**config.mk**
```make
export PLATFORM = sky130hd
export DESIGN_NAME = conn_weight_loader
export DESIGN_NICKNAME = d
export VERILOG_FILES = /design/src/rtl/conn_weight_loader.sv
export SDC_FILE = /design/constraint.sdc
export NUM_CORES = 1
export LEC_CHECK = 0
export CAP_MARGIN = 20
export CORE_UTILIZATION = 50
export DETAILED_ROUTE_END_ITERATION = 12
export GPL_TIMING_DRIVEN = 0
export PLACE_DENSITY = 0.95
export SYNTH_ARGS = -nofsm -noshare
export SYNTH_HDL_FRONTEND = slang
export SYNTH_SLANG_ARGS = --single-unit
```
**constraint.sdc**
```tcl
create_clock -name clk -period 4.2 [get_ports clk]
set_input_delay 0.42 -clock clk [delete_from_list [all_inputs] [get_ports clk]]
set_output_delay 0.42 -clock clk [all_outputs]
set_load 0.03 [all_outputs]
```
**src/rtl/conn_weight_loader.sv**
```systemverilog
// conn_weight_loader: streams `count` Q-format weights into a bank of NUM_CONN
// connection weight registers starting at `base_idx`. Each accepted beat
// produces one registered one-hot `set_en` strobe together with `set_weight`.
// Build option: define CONN_WEIGHT_LOADER_CLAMP_EN to saturate every accepted
// weight to [-CLAMP_MAG, +CLAMP_MAG]; otherwise weights pass through unchanged.
module conn_weight_loader #(
  parameter int FIXED_BITS      = 8,
  parameter int FRACTIONAL_BITS = 8,
  parameter int NUM_CONN        = 16,
  parameter logic signed [FIXED_BITS+FRACTIONAL_BITS-1:0] CLAMP_MAG = 16'sh7FFF,
  localparam int W     = FIXED_BITS + FRACTIONAL_BITS,
  localparam int IDX_W = $clog2(NUM_CONN)
) (
  input  logic                clk,
  input  logic                rst_n,
  input  logic                start,
  input  logic                abort,
  input  logic [IDX_W-1:0]    base_idx,
  input  logic [IDX_W:0]      count,
  input  logic signed [W-1:0] in_weight,
  input  logic                in_valid,
  output logic                in_ready,
  output logic signed [W-1:0] set_weight,
  output logic [NUM_CONN-1:0] set_en,
  output logic                busy,
  output logic                done,
  output logic                err,
  output logic [IDX_W:0]      loaded_count
);

  typedef enum logic {IDLE = 1'b0, LOAD = 1'b1} state_t;

  state_t              state_reg, state_next;
  logic [IDX_W-1:0]    idx_reg, idx_next;
  logic [IDX_W:0]      remaining_reg, remaining_next;
  logic [IDX_W:0]      loaded_count_reg, loaded_count_next;
  logic signed [W-1:0] set_weight_reg, set_weight_next;
  logic [NUM_CONN-1:0] set_en_reg, set_en_next;
  logic                done_reg, done_next;
  logic                err_reg, err_next;

  logic [NUM_CONN-1:0] idx_onehot;
  logic [IDX_W+1:0]    cmd_end;
  logic                cmd_bad;
  logic                accept;
  logic signed [W-1:0] weight_cond;

  // One-hot decode of the current write index.
  for (genvar gi = 0; gi < NUM_CONN; gi++) begin : g_onehot
    assign idx_onehot[gi] = (idx_reg == IDX_W'(gi));
  end

  // A command must be non-empty and must end at or before the last connection.
  assign cmd_end = {2'b00, base_idx} + {1'b0, count};
  assign cmd_bad = (count == '0) || (cmd_end > (IDX_W+2)'(NUM_CONN));

  assign in_ready = (state_reg == LOAD) && !abort;
  assign accept   = in_ready && in_valid;

`ifdef CONN_WEIGHT_LOADER_CLAMP_EN
  localparam logic signed [W-1:0] NEG_MAG = -CLAMP_MAG;

  // Saturate the incoming weight symmetrically around zero.
  always_comb begin
    weight_cond = in_weight;
    if (in_weight > CLAMP_MAG)
      weight_cond = CLAMP_MAG;
    else if (in_weight < NEG_MAG)
      weight_cond = NEG_MAG;
  end
`else
  assign weight_cond = in_weight;
`endif

  // State and datapath registers; reset clears every output.
  always_ff @(posedge clk or negedge rst_n) begin
    if (!rst_n) begin
      state_reg        <= IDLE;
      idx_reg          <= '0;
      remaining_reg    <= '0;
      loaded_count_reg <= '0;
      set_weight_reg   <= '0;
      set_en_reg       <= '0;
      done_reg         <= 1'b0;
      err_reg          <= 1'b0;
    end else begin
      state_reg        <= state_next;
      idx_reg          <= idx_next;
      remaining_reg    <= remaining_next;
      loaded_count_reg <= loaded_count_next;
      set_weight_reg   <= set_weight_next;
      set_en_reg       <= set_en_next;
      done_reg         <= done_next;
      err_reg          <= err_next;
    end
  end

  // Next-state logic: command check in IDLE, one write per accepted beat in LOAD.
  always_comb begin
    state_next        = state_reg;
    idx_next          = idx_reg;
    remaining_next    = remaining_reg;
    loaded_count_next = loaded_count_reg;
    set_weight_next   = set_weight_reg;
    set_en_next       = '0;
    done_next         = 1'b0;
    err_next          = 1'b0;
    case (state_reg)
      IDLE: begin
        if (start) begin
          if (cmd_bad) begin
            err_next = 1'b1;
          end else begin
            idx_next          = base_idx;
            remaining_next    = count;
            loaded_count_next = '0;
            state_next        = LOAD;
          end
        end
      end
      LOAD: begin
        if (abort) begin
          state_next = IDLE;
        end else if (accept) begin
          set_weight_next   = weight_cond;
          set_en_next       = idx_onehot;
          idx_next          = idx_reg + 1'b1;
          remaining_next    = remaining_reg - 1'b1;
          loaded_count_next = loaded_count_reg + 1'b1;
          if (remaining_reg == (IDX_W+1)'(1)) begin
            state_next = IDLE;
            done_next  = 1'b1;
          end
        end
      end
      default: state_next = IDLE;
    endcase
  end

  assign set_weight   = set_weight_reg;
  assign set_en       = set_en_reg;
  assign busy         = (state_reg == LOAD);
  assign done         = done_reg;
  assign err          = err_reg;
  assign loaded_count = loaded_count_reg;

endmodule
```
# After elaboration in Yosys (flattened, before gate mapping)
# Index checks and enable logic that the tools add are counted.
# W data, S select, Z words.
[word_totals]
reg_bits = 49
out_inout_bits = 41
wordCells = 74
[classes]
addsub = 4
order_cmp = 1
n_eq_ne = 20
n_mux = 31
n_bitwise = 2
n_reduce_logical = 8
[op_table]
columns = ["cell", "n"]
rows = [
  ["$mux W16", 3],
  ["$mux W5", 8],
  ["$eq A4 B4 Y1 const B", 8],
  ["$pmux W5 S2", 2],
  ["$eq A4 B3 Y1 const B", 4],
  ["$mux W4", 4],
  ["$mux W1", 12],
  ["$eq A4 B2 Y1 const B", 2],
  ["$pmux W4 S2", 1],
  ["$add A4 B5 Y6", 1],
  ["$gt A6 B5 Y1 const B", 1],
  ["$ne A2 B2 Y1 const B", 3],
  ["$add A5 B1 Y5 const B", 1],
  ["$eq A5 B1 Y1 const B", 1],
  ["$logic_not A5 Y1", 1],
  ["$sub A5 B1 Y5 const B", 1],
  ["$add A4 B1 Y4 const B", 1],
  ["$eq A4 B1 Y1 const B", 1],
  ["$logic_not A4 Y1", 1],
  ["$reduce_and A4 Y1", 1],
  ["$reduce_and A3 Y1", 1],
  ["$logic_and A1 B1 Y1", 2],
  ["$ne A2 B1 Y1 const B", 1],
  ["$not A1 Y1", 2],
  ["3 further kinds", 3],
]

# Longest topological paths before layout
# Gate-level depths: netlist (run 1).
[logic_depth]
word_depth = 6
depth_mapped = 9

# Worst setup path after synthesis (run 1)
# Ideal clock, no wire load.
[synth_path]
path_type = "in2reg"
startpoint = "in base_idx[0]"
endpoint = "reg idx_reg[3]"
setup_time_ns = 0.123
arrival_time_ns = 2.168
required_ns = 4.077
setup_slack_ns = 1.909
stages = 8
n_path_buf = 0
cell_sequence = "ha_1 > fa_1 > a21o_2 > a21oi_1 > xor2_1 > o211ai_2 > nand2_2 > o221a_2"
[synth_via]
elab_chain_cells = 5
[synth_lines]
columns = ["element", "line_no", "source"]
rows = [
  ["from (decl)", "18", "input logic [IDX_W-1:0] base_idx,"],
  ["$add A4 B5 Y6", "54", "assign cmd_end = {2'b00, base_idx} + {1'b0, count};"],
  ["$gt A6 B5 Y1", "55", "assign cmd_bad = (count == '0) || (cmd_end > (IDX_W+2)'(NUM_CONN));"],
  ["$logic_or A1 B1 Y1", "55", ""],
  ["$ne A2 B2 Y1 (no line)", "n/a", ""],
  ["$reduce_and A4 Y1 (no line)", "n/a", ""],
  ["to (signal assigned)", "88", "idx_reg <= idx_next;"],
  ["to (decl)", "34", "logic [IDX_W-1:0] idx_reg, idx_next;"],
]
# No other way between the ends.
# A chain may end at the register's enable or synchronous reset.

# Final worst setup path (run 1)
[layout_path]
startpoint = "in count[0]"
endpoint = "reg remaining_reg[4]"
[layout_via]
elab_chain_cells = 5
[layout_lines]
columns = ["element", "line_no", "source"]
rows = [
  ["from (decl)", "19", "input logic [IDX_W:0] count,"],
  ["$add A4 B5 Y6", "54", ""],
  ["$gt A6 B5 Y1", "55", ""],
  ["$logic_or A1 B1 Y1 (*)", "55", ""],
  ["$ne A2 B2 Y1 (no line) (*)", "n/a", ""],
  ["$reduce_and A4 Y1 (no line) (*)", "n/a", ""],
  ["to (signal assigned)", "89", "remaining_reg <= remaining_next;"],
  ["to (decl)", "35", "logic [IDX_W:0] remaining_reg, remaining_next;"],
]
# Every way passes the cells marked *; elsewhere a longest branch is shown, timed or not.

==> flow_metrics.env, run 1 <==
export IMPL_die_x_microns=69.2
export IMPL_num_vias=1882
export IMPL_fin_area_sq_um=3150
export IMPL_antenna_found_initial=0
export IMPL_syn_area_sq_um=2260
export IMPL_multi_input_area_sq_um=972
export IMPL_setup_worst_path_class="input pin to flop"
export IMPL_cts_made_buffers=5
export IMPL_final_layout_size_suffix_gt1_share_pct=10.0
export IMPL_cts_tree="yes"
export IMPL_rsz0062_at_grt="false"
export IMPL_die_area_sq_um=4790
export IMPL_placed_cell_area_sq_um=3040
export IMPL_wirelength_microns=4970
export IMPL_grt_overflow=0
export IMPL_leakage_nw=1.46
export IMPL_synth_cell_types=42
export IMPL_crit_path_max_fanout=9
export IMPL_yosysSeqAreaShare_pct=54.3
export IMPL_synth_cells=221
export IMPL_htreeDepth=2
export IMPL_nNetsFinal=342
export IMPL_track_usage_pct=22.4
export IMPL_place_port_buffers=70
export IMPL_tns_ps=0
export IMPL_wl_per_cell_microns=14.1
export IMPL_fmax_mhz=368
export IMPL_r2r_setup_slack_ps=2190
export IMPL_startpoint_type="input pin"
export IMPL_ioPinCount=71
export IMPL_cp_arrival_ps=2910
export IMPL_clkTransAtPathRegs_ps=80
export IMPL_maxSlewViolCount=0
export IMPL_cts_sink_count=49
export IMPL_core_area_sq_um=4350
export IMPL_grt_max_degree=43
export IMPL_max_cap_violations=0
export IMPL_slew_headroom_pct=70.7
export IMPL_drt_iter0_markers=115
export IMPL_hold_end="set_weight[7]"
export IMPL_avgSynthCellArea_sq_um=10.2
export IMPL_gp_routability_congestion=0.898
export IMPL_dp_hpwl_microns=3650
export IMPL_fin_crit_sh_pct=64.8
export IMPL_first_pass_iters=4
export IMPL_grt_pass1_vias=1786
export IMPL_synth_seq_cells=49
export IMPL_worstHoldStart="set_weight[7]"
export IMPL_setup_viol_count_final=0
export IMPL_timing_hold_ws_ps=481
export IMPL_drcViolationCount=0
export IMPL_cp_slowest_stage_delay_ps=460
export IMPL_path_buf_inv=1
export IMPL_grt_pass1_wl_microns=8470
export IMPL_finalCriticalPeriod_ps=2720
export IMPL_worstReg2RegStart="busy"
export IMPL_die_y_microns=69.2
export IMPL_critPathCaptureType="flop"
export IMPL_start_util_pct=51.9
export IMPL_cts_setup_buffers=0
export IMPL_run_status="completed"
export IMPL_stdcell_count=352
export IMPL_clk_latency_ps=300
export IMPL_async_reset_ff_share_pct=100
export IMPL_reg2reg_to="set_weight[6]"
export IMPL_slowest_stage="clkdlybuf4s50_1"
export IMPL_r2r_cells=8
export IMPL_peakVddDrop_mv=0.215
export IMPL_hp_class="flop to flop"
export IMPL_area_delta_synth_final_pct=39.6
export IMPL_path_delay_family="compound AO/OA/AOI/OAI gates"
export IMPL_syn_nets=263
export IMPL_p_per_area_nw_per_um2=551
export IMPL_regArea_sq_um=1230
export IMPL_synth_edf_count=0
export IMPL_cts_root_buf="clkbuf_8"
export IMPL_clk_path_buf_depth=2
export IMPL_worst_slew_pin_slew_ps=439
export IMPL_postRouteAntennaNets=0
export IMPL_vias_per_cell=5.35
export IMPL_yosysWarnings=0
export IMPL_worstPathRequired_ps=4390
export IMPL_nFillCells=298
export IMPL_skew_ps=8.68
export IMPL_rows=24
export IMPL_crit_chain="clkdlybuf4s50_1 -> ha_1 -> fa_1 -> a21o_2 -> a21oi_1 -> xor2_1 -> o211ai_2 -> nand2_2 -> o221a_2"
export IMPL_antenna_cells=0
export IMPL_hold_viol_final=0
export IMPL_dp_cells=344
export IMPL_synth_top_flop_cell="dfrtp_1"
export IMPL_whs_path_depth=2
[where the power goes]
| group | total [mW] | switching [mW] | internal [mW] |
|---|---|---|---|
| clock | 0.318 | 0.145 | 0.173 |
| sequential | 0.683 | 0.0872 | 0.596 |
| combinational | 0.735 | 0.422 | 0.313 |
| total | 1.74 | 0.654 | 1.08 |
[worst max-delay path by stage]
stage / from / endpoint / slack (ps) / cells past startpoint
5_1_grt: count[0] / remaining_reg[4] / 1340 / 9
4_1_cts: count[0] / remaining_reg[4] / 1480 / 9
3_3_place_gp: count[0] / remaining_reg[4] / 1210 / 9
6_report: count[0] / remaining_reg[4] / 1480 / 9
2_1_floorplan: base_idx[0] / idx_reg[3] / 1910 / 8
3_5_place_dp: count[0] / remaining_reg[4] / 1200 / 9
[cells in the mapped netlist, types with 3 or more instances]
library cell | instances | area share [%]
inv_1 | 6 | 1.0
nor3_1 | 5 | 1.1
dfrtp_1 | 49 | 54
a21oi_1 | 3 | 0.66
buf_2 | 3 | 0.66
a22o_2 | 4 | 1.8
nand2_1 | 64 | 11
o221a_2 | 3 | 1.5
clkbuf_1 | 4 | 0.66
xor2_1 | 3 | 1.2
ha_1 | 11 | 6.1
mux2i_1 | 3 | 1.3
xnor2_1 | 6 | 2.3
nor2_1 | 17 | 2.8
o21ai_0 | 6 | 1.3
[area by class of cell]
cell class	instances	share of cell area [%]
sequential	49	38.9
tap	52	2.06
clock inverter	2	1.11
timing repair buffer	72	23.0
buffer	9	1.19
inverter	6	0.714
clock buffer	5	2.18
multi-input combinational	157	30.8
[per-stage QoR]
step                util [%]  setup WS, ps  total power, mW
floorplan                  -          1910             1.13
global placement        69.5          1210             1.39
detailed placement      69.8          1200             1.42
CTS                     72.4          1480             1.75
global route            72.4          1340             1.84
finish                  72.4          1480             1.74
[placed cells by master (no fill, tap or decap), types with 3 or more instances in the layout]
cell type        netlist  final
clkbuf_8               0      5
nor2_1                17     17
nor3_1                 5      5
dfrtp_1               49     49
o21ai_0                6      6
o221a_2                3      3
xor2_1                 3      3
a21oi_1                3      3
nand2_1               64     64
buf_2                  3      4
inv_1                  6      6
a22o_2                 4      4
xnor2_1                6      6
clkbuf_1               4      4
mux2i_1                3      3
ha_1                  11     11
clkdlybuf4s50_1        0     69
[kinds of logic (layout without fill, tap and decap cells)]
logic type / Yosys count / after routing / synth area share, %
xor+xnor: 9 / 9 / 3.49
buf+inv: 15 / 94 / 2.66
fa+ha+maj: 12 / 12 / 6.98
compound gates: 26 / 26 / 10.1
flops: 49 / 49 / 54.3
simple gates: 105 / 105 / 20.1
mux: 5 / 5 / 2.33
[tightest hold or removal path: cells and delay by family (launching register included)]
kind | cells | cell delay, ps
DFF | 1 | 350
and+or+nand+nor | 2 | 110
[layer usage]
layer	up-vias	part of all wire (%)	routed length (microns)	GRT usage [%]
li1	894	-	-	-
met1	902	41	2060	29.2
met2	77	51	2520	37.5
met3	9	6.6	330	4.80
met4	0	1.3	64	6.80
met5	-	0	0	0
[what timing repair did]
action	in CTS	in global routing
hold endpoints to repair	7	0
hold buffers	1	0
resized for setup	0	0
(Power assumes the default switching activity.)
==> inputs of run 2 (changes only) <==
--- a/config.mk
+++ b/config.mk
@@ -6,10 +6,10 @@
 export NUM_CORES = 1
 export LEC_CHECK = 0
 export CAP_MARGIN = 20
-export CORE_UTILIZATION = 50
+export CORE_UTILIZATION = 42
 export DETAILED_ROUTE_END_ITERATION = 12
 export GPL_TIMING_DRIVEN = 0
-export PLACE_DENSITY = 0.95
+export PLACE_DENSITY = 0.86
 export SYNTH_ARGS = -nofsm -noshare
 export SYNTH_HDL_FRONTEND = slang
 export SYNTH_SLANG_ARGS = --single-unit
==> constraint.sdc (replaced) <==
create_clock -name clk -period 2.3 [get_ports clk]
set_input_delay 0.23 -clock clk [delete_from_list [all_inputs] [get_ports clk]]
set_output_delay 0.23 -clock clk [all_outputs]
set_load 0.03 [all_outputs]
==> flow_metrics.env, run 2 (same netlist as run 1, synthesis figures left out) <==
export IMPL_wirelength_microns=5210
export IMPL_cts_sink_count=49
export IMPL_ioPinCount=71
export IMPL_crit_path_max_fanout=3
export IMPL_die_area_sq_um=5670
export IMPL_clk_path_buf_depth=2
export IMPL_p_clk_share_pct=16.0
export IMPL_worst_slew_pin_slew_ps=433
export IMPL_drt_iter0_markers=85
export IMPL_rows=26
export IMPL_cp_arrival_ps=2450
export IMPL_hold_viol_final=0
export IMPL_grt_pass1_wl_microns=8110
export IMPL_p_seq_share_pct=40.1
export IMPL_nFillCells=427
export IMPL_whs_path_depth=2
export IMPL_fin_crit_sh_pct=98.0
export IMPL_place_port_buffers=70
export IMPL_cts_made_buffers=5
export IMPL_setup_viol_count_final=0
export IMPL_combPwrFrac_pct=43.9
export IMPL_switching_share_pct=39.2
export IMPL_finalCriticalPeriod_ps=2250
export IMPL_clkTransAtPathRegs_ps=90
export IMPL_start_util_pct=43.9
export IMPL_path_buf_inv=2
export IMPL_grt_pass1_vias=1796
export IMPL_slowest_stage="fa_2"
export IMPL_worst_path_stages=10
export IMPL_grt_max_degree=31
export IMPL_antenna_cells=0
export IMPL_cp_slowest_stage_delay_ps=410
export IMPL_hp_class="input pin to flop"
export IMPL_timing_hold_ws_ps=272
export IMPL_postRouteAntennaNets=0
export IMPL_peakVddDrop_mv=0.465
export IMPL_cts_tree="yes"
export IMPL_first_pass_iters=4
export IMPL_worstReg2RegStart="busy"
export IMPL_num_vias=1858
export IMPL_leakage_nw=1.49
export IMPL_internal_power_mw=1.88
export IMPL_gp_routability_congestion=0.735
export IMPL_nNetsFinal=345
export IMPL_final_cell_mix="nand2_1 (64), clkdlybuf4s50_1 (63), dfrtp_1 (49)"
export IMPL_worstPathRequired_ps=2490
export IMPL_p_switching_mw=1.22
export IMPL_vias_per_cell=4.97
export IMPL_skew_ps=5.89
export IMPL_crit_chain="dlygate4sd2_1 -> ha_2 -> fa_2 -> a21o_2 -> a21oi_2 -> xor2_2 -> o21a_2 -> buf_4 -> and3_2 -> a221o_1"
export IMPL_path_delay_family="compound AO/OA/AOI/OAI gates"
export IMPL_startpoint="count[0]"
export IMPL_critPathCaptureType="flop"
export IMPL_max_cap_violations=0
export IMPL_tns_ps=0
export IMPL_p_per_area_nw_per_um2=961
export IMPL_area_delta_synth_final_pct=42.9
export IMPL_r2r_cells=8
export IMPL_die_y_microns=75.3
export IMPL_grt_overflow=0
export IMPL_track_usage_pct=19.4
export IMPL_worstHoldStart="base_idx[2]"
export IMPL_fmax_mhz=444
export IMPL_run_status="completed"
export IMPL_cts_root_buf="clkbuf_8"
export IMPL_startpoint_type="input pin"
export IMPL_wl_per_cell_microns=13.9
export IMPL_slew_headroom_pct=71.1
export IMPL_core_area_sq_um=5140
export IMPL_final_layout_size_suffix_gt1_share_pct=12.5
export IMPL_clk_latency_ps=300
export IMPL_dp_hpwl_microns=3970
export IMPL_htreeDepth=2
export IMPL_drcViolationCount=0
export IMPL_setup_worst_path_class="input pin to flop"
export IMPL_die_x_microns=75.3
export IMPL_antenna_found_initial=0
export IMPL_maxSlewViolCount=0
export IMPL_final_common_cell="nand2_1"
## run 2: power groups by stage
| stage | clock network (mW) | registers [mW] | logic [mW] |
|---|---|---|---|
| 6_report | 0.496 | 1.24 | 1.36 |
| 5_1_grt | 0.538 | 1.27 | 1.49 |
| 4_1_cts | 0.514 | 1.24 | 1.36 |
| 3_5_place_dp | 0 | 1.26 | 1.34 |
| 3_3_place_gp | 0 | 1.25 | 1.30 |
| 2_1_floorplan | 0 | 1.54 | 0.529 |
## run 2: stage by stage
stage | utilization [%] | area, sq um | instances | power (mW) | worst slack [ps]
2_1_floorplan | - | 2260 | 221 | 2.07 | 105
3_3_place_gp | 59.3 | 3050 | 361 | 2.55 | -523
3_5_place_dp | 59.6 | 3060 | 362 | 2.60 | -585
4_1_cts | 62.3 | 3200 | 374 | 3.12 | 14.8
5_1_grt | 62.8 | 3230 | 374 | 3.30 | -10.4
6_report | 62.8 | 3230 | 374 | 3.10 | 46.1
## run 2: metal layers
metal	up-vias	part of all wire (%)	global-route usage (%)
met5	-	0	0
met3	6	7.6	5.16
li1	892	-	-
met4	0	1.3	7.20
met1	888	40	22.4
met2	72	51	34.7
## run 2: cell type report
type	count	area (sq um)	area share, %
Sequential cell	49	1230	38.0
Inverter	6	22.5	0.698
Timing Repair Buffer	75	752	23.3
Clock buffer	6	72.6	2.25
Buffer	9	37.5	1.16
Tap cell	70	87.6	2.71
Clock inverter	2	15.0	0.465
Multi-Input combinational cell	157	1010	31.4
## run 2: timing repair
item | 4_1_cts | 5_1_grt
endpoints found under the setup margin | 13 | 8
cloned | 0 | 0
hold buffers | 1 | 0
hold endpoints to repair | 19 | 0
gates resized for setup | 8 | 5
setup buffers | 3 | 0
pin swaps | 5 | 3
## run 2: path summary, 6_finish.rpt
check                      slack (ps)                to
setup / recovery                   50        idx_reg[0]
hold / removal                    270        idx_reg[2]
setup reg to reg                  280   loaded_count[3]
hold reg to reg                   480     set_weight[3]
max in group asynchronous        1400  remaining_reg[1]
min in group asynchronous         400         set_en[4]
